## src/rtl/subneg_ctrl.sv

```systemverilog
// Multi-cycle SUBNEG sequencer: fetch A/B/C, read operands, write mem[B]-mem[A], pick next PC.
// Optional halt-on-branch-to-all-ones is enabled by defining SUBNEG_HALT_EN.
module subneg_ctrl #(
  parameter int WIDTH = 8
) (
  input  logic             clk,
  input  logic             rst,
  input  logic             start,
  output logic [WIDTH-1:0] mem_addr,
  input  logic [WIDTH-1:0] mem_rdata,
  output logic [WIDTH-1:0] mem_wdata,
  output logic             mem_we,
  output logic [WIDTH-1:0] pc_plus3,
  output logic [WIDTH-1:0] br_target,
  output logic             pc_sel,
  input  logic [WIDTH-1:0] pc_next,
  output logic             busy,
  output logic             halted
);

  localparam logic [3:0] S_IDLE = 4'd0;
  localparam logic [3:0] S_FA   = 4'd1;
  localparam logic [3:0] S_FB   = 4'd2;
  localparam logic [3:0] S_FC   = 4'd3;
  localparam logic [3:0] S_RA   = 4'd4;
  localparam logic [3:0] S_RB   = 4'd5;
  localparam logic [3:0] S_WB   = 4'd6;
  localparam logic [3:0] S_UPD  = 4'd7;
  localparam logic [3:0] S_HALT = 4'd8;

  logic [3:0]       state_q, state_d;
  logic [WIDTH-1:0] pc_q, pc_d;
  logic [WIDTH-1:0] a_ptr_q, a_ptr_d;
  logic [WIDTH-1:0] b_ptr_q, b_ptr_d;
  logic [WIDTH-1:0] opa_q, opa_d;
  logic [WIDTH-1:0] br_target_q, br_target_d;
  logic             pc_sel_q, pc_sel_d;
  logic [WIDTH-1:0] diff;
  logic             halt_take;

  assign diff = mem_rdata - opa_q;

`ifdef SUBNEG_HALT_EN
  assign halt_take = pc_sel_q && (br_target_q == {WIDTH{1'b1}});
  assign halted    = (state_q == S_HALT);
`else
  assign halt_take = 1'b0;
  assign halted    = 1'b0;
`endif

  assign busy      = (state_q != S_IDLE) && (state_q != S_HALT);
  assign pc_plus3  = pc_q + WIDTH'(3);
  assign br_target = br_target_q;
  assign pc_sel    = pc_sel_q;

  // Memory-facing outputs depend only on the registered state and pointers.
  always_comb begin
    mem_addr  = pc_q;
    mem_we    = 1'b0;
    mem_wdata = '0;
    case (state_q)
      S_FB: mem_addr = pc_q + WIDTH'(1);
      S_FC: mem_addr = pc_q + WIDTH'(2);
      S_RA: mem_addr = a_ptr_q;
      S_RB: mem_addr = b_ptr_q;
      S_WB: begin
        mem_addr  = b_ptr_q;
        mem_we    = 1'b1;
        mem_wdata = diff;
      end
      default: mem_addr = pc_q;
    endcase
  end

  // Each state latches the word requested by the previous state's address.
  always_comb begin
    state_d     = state_q;
    pc_d        = pc_q;
    a_ptr_d     = a_ptr_q;
    b_ptr_d     = b_ptr_q;
    opa_d       = opa_q;
    br_target_d = br_target_q;
    pc_sel_d    = pc_sel_q;
    case (state_q)
      S_IDLE: if (start) state_d = S_FA;
      S_FA:   state_d = S_FB;
      S_FB: begin
        a_ptr_d = mem_rdata;
        state_d = S_FC;
      end
      S_FC: begin
        b_ptr_d = mem_rdata;
        state_d = S_RA;
      end
      S_RA: begin
        br_target_d = mem_rdata;
        state_d     = S_RB;
      end
      S_RB: begin
        opa_d   = mem_rdata;
        state_d = S_WB;
      end
      S_WB: begin
        pc_sel_d = diff[WIDTH-1];
        state_d  = S_UPD;
      end
      S_UPD: begin
        pc_d    = pc_next;
        state_d = halt_take ? S_HALT : S_FA;
      end
      S_HALT: state_d = S_HALT;
      default: state_d = S_IDLE;
    endcase
  end

  always_ff @(posedge clk) begin
    if (rst) begin
      state_q     <= S_IDLE;
      pc_q        <= '0;
      a_ptr_q     <= '0;
      b_ptr_q     <= '0;
      opa_q       <= '0;
      br_target_q <= '0;
      pc_sel_q    <= 1'b0;
    end else begin
      state_q     <= state_d;
      pc_q        <= pc_d;
      a_ptr_q     <= a_ptr_d;
      b_ptr_q     <= b_ptr_d;
      opa_q       <= opa_d;
      br_target_q <= br_target_d;
      pc_sel_q    <= pc_sel_d;
    end
  end

endmodule

```

## config.mk

```make
export PLATFORM = sky130hd
export DESIGN_NAME = subneg_ctrl
export DESIGN_NICKNAME = d
export VERILOG_FILES = /design/src/rtl/subneg_ctrl.sv
export SDC_FILE = /design/constraint.sdc
export NUM_CORES = 1
export LEC_CHECK = 0
export CAP_MARGIN = 20
export CORE_MARGIN = 4
export CORE_UTILIZATION = 43
export DETAILED_ROUTE_END_ITERATION = 10
export GPL_TIMING_DRIVEN = 1
export PLACE_DENSITY_LB_ADDON = 0.2
export SYNTH_ARGS = -nofsm -noshare
export SYNTH_HDL_FRONTEND = slang
export SYNTH_SLANG_ARGS = --single-unit
```

## constraint.sdc

```tcl
create_clock -name clk -period 3.3 [get_ports clk]
set_clock_uncertainty 0.15 [all_clocks]
set_input_delay 0.66 -clock clk [delete_from_list [all_inputs] [get_ports clk]]
set_output_delay 0.66 -clock clk [all_outputs]
set_load 0.05 [all_outputs]
```

==> results of run 1 <==
[worst max-delay path, stage by stage]
cell	delay [ps]
clkdlybuf4s50_1	440
ha_1	370
or3b_2	480
a31oi_1	150
a211o_1	170
buf_12	140
[Yosys cell counts (all sizes together) (2+ instances only)]
library cell / n / share of area [%]
clkbuf: 8 / 1.1
o21a: 3 / 0.85
a21oi: 46 / 8.7
nor3b: 2 / 0.57
nand3: 6 / 1.3
o21ai: 14 / 2.7
mux2i: 3 / 1.1
buf: 14 / 2.9
a31oi: 2 / 0.47
ha: 12 / 5.7
xnor2: 10 / 3.3
dfxtp: 45 / 34
xor2: 3 / 1.0
nand2b: 5 / 1.2
nand3b: 2 / 0.57
nor3: 11 / 2.7
o311ai: 5 / 1.7
a22oi: 6 / 1.7
nor2b: 5 / 1.2
o211ai: 3 / 0.85
nand2: 103 / 15
inv: 13 / 1.8
nor2: 24 / 3.6
[power by group through the flow]
stage	Clock, W	Sequential, W	Combinational (W)
final	0.000333	0.000583	0.000300
after global routing	0.000363	0.000586	0.000327
after CTS	0.000337	0.000583	0.000294
after detailed placement	0	0.000595	0.000288
after global placement	0	0.000595	0.000285
after floorplan	0	0.000593	0.000182
[logic make-up (layout without fill, tap and decap cells)]
logic type	count (synthesis)	in the layout	share of synthesized area [%]
buffers and inverters	36	102	6.07
DFF	45	45	34.1
muxes	3	3	1.14
and+or+nand+nor	166	166	28.0
other	1	1	0.142
AOI/OAI and AO/OA	88	88	19.8
adders and majority gates	13	13	6.45
xor gates and xnor gates	13	13	4.31
[final cells by class]
class	count	area [um2]	share of cell area (%)
clock buffers	6	72.6	1.97
clock inverters	1	8.76	0.238
multi-input cells	284	1660	45.2
repair buffers	81	886	24.1
well taps	75	93.8	2.55
flip-flops and latches	45	901	24.5
inverters	14	52.6	1.43
[worst paths after layout]
check | endpoint | slack, ps | cells past startpoint
hold reg to reg | b_ptr_q[2] | 310 | 2
hold / removal | b_ptr_q[2] | 310 | 2
setup reg to reg | pc_sel | 1260 | 9
setup / recovery | mem_wdata[6] | 80 | 6
[routing by layer]
metal	track usage (%)	part of all wire, %	up-vias
li1	-	-	1364
met1	26.5	45	1256
met2	33.1	50	64
met3	3.52	4.6	9
met4	4.82	1.0	0
met5	0	0	-
[per-stage QoR]
step	hold WS, ps	TNS, ps	worst slack (ps)	total power [W]
after CTS	310	0	13.5	0.00121
after global routing	326	0	2.57	0.00128
final	309	0	76.1	0.00122
after global placement	295	-618	-213	0.000880
after floorplan	286	0	156	0.000775
after detailed placement	297	-779	-227	0.000883
[flip-flops by register name (all words and copies together), names as in the netlist]
signal / flops
a_ptr_q: 8
opa_q: 8
pc_sel: 1
br_target: 8
pc_q: 8
b_ptr_q: 8
state_q: 4
[timing repair]
action,CTS,global route
gates resized for setup,11,14
gates cloned,0,0
pin swaps,5,8
buffers inserted,0,4
setup endpoints to repair,5,7
==> results.md, run 1 <==
* Origin of the worst setup path: mem_rdata[5]
* Crit path max fanout at 5
* Area added between synthesis and finish at 39.2%
* Num ports at 55
* Top_reg_cell synth: dfxtp_1
* Post-synth EDFFs at 0
* Layout cells sized above 1 at 17.6%
* Critical Path Start Type: input port
* Final Slew Violations at 0
* Worst Path Required at between 2000 and 2500 ps
* Diodes inserted at 0
* Commonest cells after routing, fill and taps aside: nand2_1 (102), a21oi_1 (45), dfxtp_1 (45)
* Detailed-route vias per instance at 5.32
* Mapped cell area at 0.00264 mm2
* Remaining DRCs at 0
* TritonCTS Buffers at 5
* Yosys reg bits at 45
* First-pass GRT wire length at 11,900 um
* Placed Cells at 495
* RSZ-0062 raised after global routing: false
* H-tree levels at 2
* Final nets at roughly 460
* Synth async-reset ratio at 0%
* Antenna-violating nets left at 0
* WP data arrival at roughly 2400 ps
* Register share of total power at 47.9%
* Design area at 0.00367 mm2
* Leakage at 1.35 nW
* Fill count at 534
* Initial Utilization at 44.3%
* TritonCTS clock tree: yes
* # clock sinks at 45
* Synth Area per Inst at 7.23 um2
* Number of max-cap violations at 0
* Clock share of power at 27.4%
* Yosys warns at 0
* # setup viols final at 0
* Core footprint at 0.00596 mm2
* Final core occ at 61.7%
* Reg-to-reg startpoint: opa_q[1]
* Post-CTS Hold Buffers at 0
* WS Path Type: in -> out
* Crit share post-route at between 90% and 100%
* Root buffer cell: clkbuf_8
* Drt pass-1 iters at 4
* Routed len/inst at 14.4 um
* Sw frac at a little under a third
* Initial antenna violation count at 0
* Global-route usage over all layers at between 10% and 20%
* Min-delay src: b_ptr_q[2]
* Register area share after synthesis at between 30% and 40%
* Routed via count at about 2,700
* PortBufs at 53
* Routed WL at 7310 um
* Status: completed
* Vias in the first global route at 2,528
* Max-slew headroom at 47.4%
* Clock transition at path regs at 80 ps
* Power Internal at 0.000831 W
* Row count at 28
* Gpl congestion at about 0.86
* Peak VDD IR at 0.344 mV
* Die area at roughly 0.0075 mm2
* Clock latency at the later pin of the worst-skew pair at 290 ps
* Yosys cell types at 50
* Post-route insts no fill at 506
* CTS Buffer Depth at 2
* Height of the die at between 80 and 90 um
* Comb pwr share at about a quarter
* Dpl cell area at 0.00349 mm2
* Final min period at 3220 ps
* CP Capture Type: primary output
* Total gr overflow at 0
* PwrDens at 331 mW/mm2
* DIE WIDTH at 86.4 um
* Worst Hold Class: reg -> reg
* Slew of the pin with the lowest slew margin at 787 ps
* Dpl hpwl at 5360 um
* Gate Count Post-Synth at 365
* Largest net degree at the start of global routing at 31
* Detailed router's first-iteration violation count at ~150
* P_sw at 0.000386 W
* Commonest non-fill, non-tap cell in the layout: nand2_1
* Max Freq at 0.310 GHz
* Final hold viol count at 0
* Synth Net Count at around 400
(Power assumes the default switching activity.)
==> run 2, diff against run 1 <==
--- a/config.mk
+++ b/config.mk
@@ -7,7 +7,7 @@
 export LEC_CHECK = 0
 export CAP_MARGIN = 20
 export CORE_MARGIN = 4
-export CORE_UTILIZATION = 43
+export CORE_UTILIZATION = 40
 export DETAILED_ROUTE_END_ITERATION = 10
 export GPL_TIMING_DRIVEN = 1
 export PLACE_DENSITY_LB_ADDON = 0.2
==> results.md, run 2 (synthesized netlist as in run 1, its figures left out) <==
* RSZ-0062 raised after global routing: true
* R2R Setup Slk at 1360 ps (+100 ps)
* Peak VDD IR at 0.271 mV (-21%)
* Final nets at 460 (-0.65%)
* Power Internal at 0.000852 W (+2.5%)
* Largest net degree at the start of global routing at 30 (-3.2%)
* Leakage at 1.29 nW (-4.2%)
* Final worst setup slack at 70.4 ps (-5.76 ps)
* Routed WL at 7290 um (-0.33%)
* Global-route usage over all layers at 18.8% (-0.97 points)
* Detailed router's first-iteration violation count at 156 (+3.3%)
* Worst Path Required at 2490 ps (about the same)
* First-pass GRT wire length at 12,000 um (+0.70%)
* Antenna-violating nets left at 0 (unchanged)
* Initial antenna violation count at 0 (unchanged)
* Clock latency at the later pin of the worst-skew pair at 310 ps (+20 ps)
* Root buffer cell: clkbuf_8
* Final Slew Violations at 0 (unchanged)
* TritonCTS Buffers at 5 (unchanged)
* Final hold viol count at 0 (unchanged)
* Clock transition at path regs at 80 ps (about the same)
* Initial Utilization at 41.3% (-3.0 points)
* Placed Cells at 497 (+0.40%)
* Crit path max fanout at 3 (-2)
* Routed via count at 2,692 (-0.037%)
* PortBufs at 53 (unchanged)
* Sw frac at 31.8% (+0.11 points)
* Gpl congestion at 0.876 (+2.2%)
* Clock share of power at 29.6% (+2.2 points)
* Routed len/inst at 14.4 um (-0.33%)
* Area added between synthesis and finish at 39.0%
* Drt pass-1 iters at 4 (unchanged)
* Core footprint at 0.00639 mm2 (+7.2%)
* Number of max-cap violations at 0 (unchanged)
* CP Capture Type: primary output
* Critical Path Start Type: input port
* Design area at 0.00367 mm2 (-0.14%)
* Final setup TNS at 0 ps (unchanged)
* Pre-CTS setup slack at -288 ps (-60.9 ps)
* WS Path Type: in -> out
* Final min period at 3230 ps (+5.76 ps)
* P_sw at 0.000398 W (+3.1%)
* Slew of the pin with the lowest slew margin at 774 ps (-13.2 ps)
* Remaining DRCs at 0 (unchanged)
* Dpl hpwl at 5460 um (+2.0%)
* H-tree levels at 2 (unchanged)
* # clock sinks at 45 (unchanged)
* Dpl cell area at 0.00349 mm2 (unchanged)
* Total gr overflow at 0 (unchanged)
* Status: completed
* Register share of total power at 46.9% (-1.0 points)
* Die area at 0.00796 mm2 (+6.8%)
* CTS Buffer Depth at 2 (unchanged)
* Layout cells sized above 1 at 17.5% (-0.15 points)
* PwrDens at 340 mW/mm2 (+2.8%)
* Row count at 29 (+3.6%)
* Num ports at 55 (unchanged)
* Diodes inserted at 0 (unchanged)
* Vias in the first global route at 2,574 (+1.8%)
* Post-route insts no fill at 506 (unchanged)
* Post-CTS Hold Buffers at 0 (unchanged)
* Total power at 0.00125 W (+2.7%)
* TritonCTS clock tree: yes
* DIE WIDTH at 89.2 um (+3.3%)
* Max Freq at 0.310 GHz (-0.18%)
* Commonest non-fill, non-tap cell in the layout: nand2_1
* Height of the die at 89.2 um (+3.3%)
* Detailed-route vias per instance at 5.32 (about the same)
* WP data arrival at 2420 ps (about the same)
* Max-slew headroom at 48.3% (+0.89 points)
* # setup viols final at 0 (unchanged)
* Crit share post-route at 97.9% (+0.17 points)
* Commonest cells after routing, fill and taps aside: nand2_1 (102), a21oi_1 (45), dfxtp_1 (45)
* Comb pwr share at 23.4% (-1.3 points)
* Worst Hold Class: reg -> reg
run 2: critical path: stages:
cell	delay (ps)
dlygate4sd2_1	290
ha_1	300
nor2b_1	140
o31a_1	280
o21a_1	220
o21a_1	210
nor3_4	160
buf_12	170
run 2: layout make-up:
| type | instances | area [um2] |
|---|---|---|
| sequential | 45 | 901 |
| clock inverter | 2 | 13.8 |
| inverter | 14 | 52.6 |
| timing repair buffer | 78 | 853 |
| tap | 77 | 96.3 |
| clock buffer | 6 | 82.6 |
| multi-input combinational | 284 | 1670 |
| fill | 601 | 2720 |
run 2: what timing repair did:
action,CTS,global route
setup endpoints to repair,5,4
resized for setup,9,10
pin swaps,6,5
setup buffers,0,1
run 2: power by group through the flow:
stage | clock, W | sequential [W] | combinational [W]
after CTS | 0.000374 | 0.000586 | 0.000288
after global routing | 0.000401 | 0.000590 | 0.000320
after global placement | 0 | 0.000598 | 0.000281
after floorplan | 0 | 0.000593 | 0.000182
final | 0.000370 | 0.000587 | 0.000293
after detailed placement | 0 | 0.000599 | 0.000285
run 2: routing by layer:
layer  GRT usage, %  wire, um  vias to the layer above
met5              0         0                        -
met4           5.41        81                        0
met3           3.23       314                        9
met2           31.8      3680                       58
met1           24.6      3210                     1267
li1               -         -                     1358
run 2: final timing paths:
| check | start | endpoint | cells past startpoint |
|---|---|---|---|
| max | mem_rdata[1] | mem_wdata[5] | 8 |
| min | br_target[3] | br_target[3] | 2 |
| max reg2reg | state_q[3] | pc_sel | 5 |
| min reg2reg | br_target[3] | br_target[3] | 2 |
run 2: metrics by stage:
stage                     hold slack [ps]  utilization (%)
after floorplan                       286                -
after global placement                294             54.7
after detailed placement              297             54.7
after CTS                             310             56.6
after global routing                  326             57.5
final                                 309             57.5
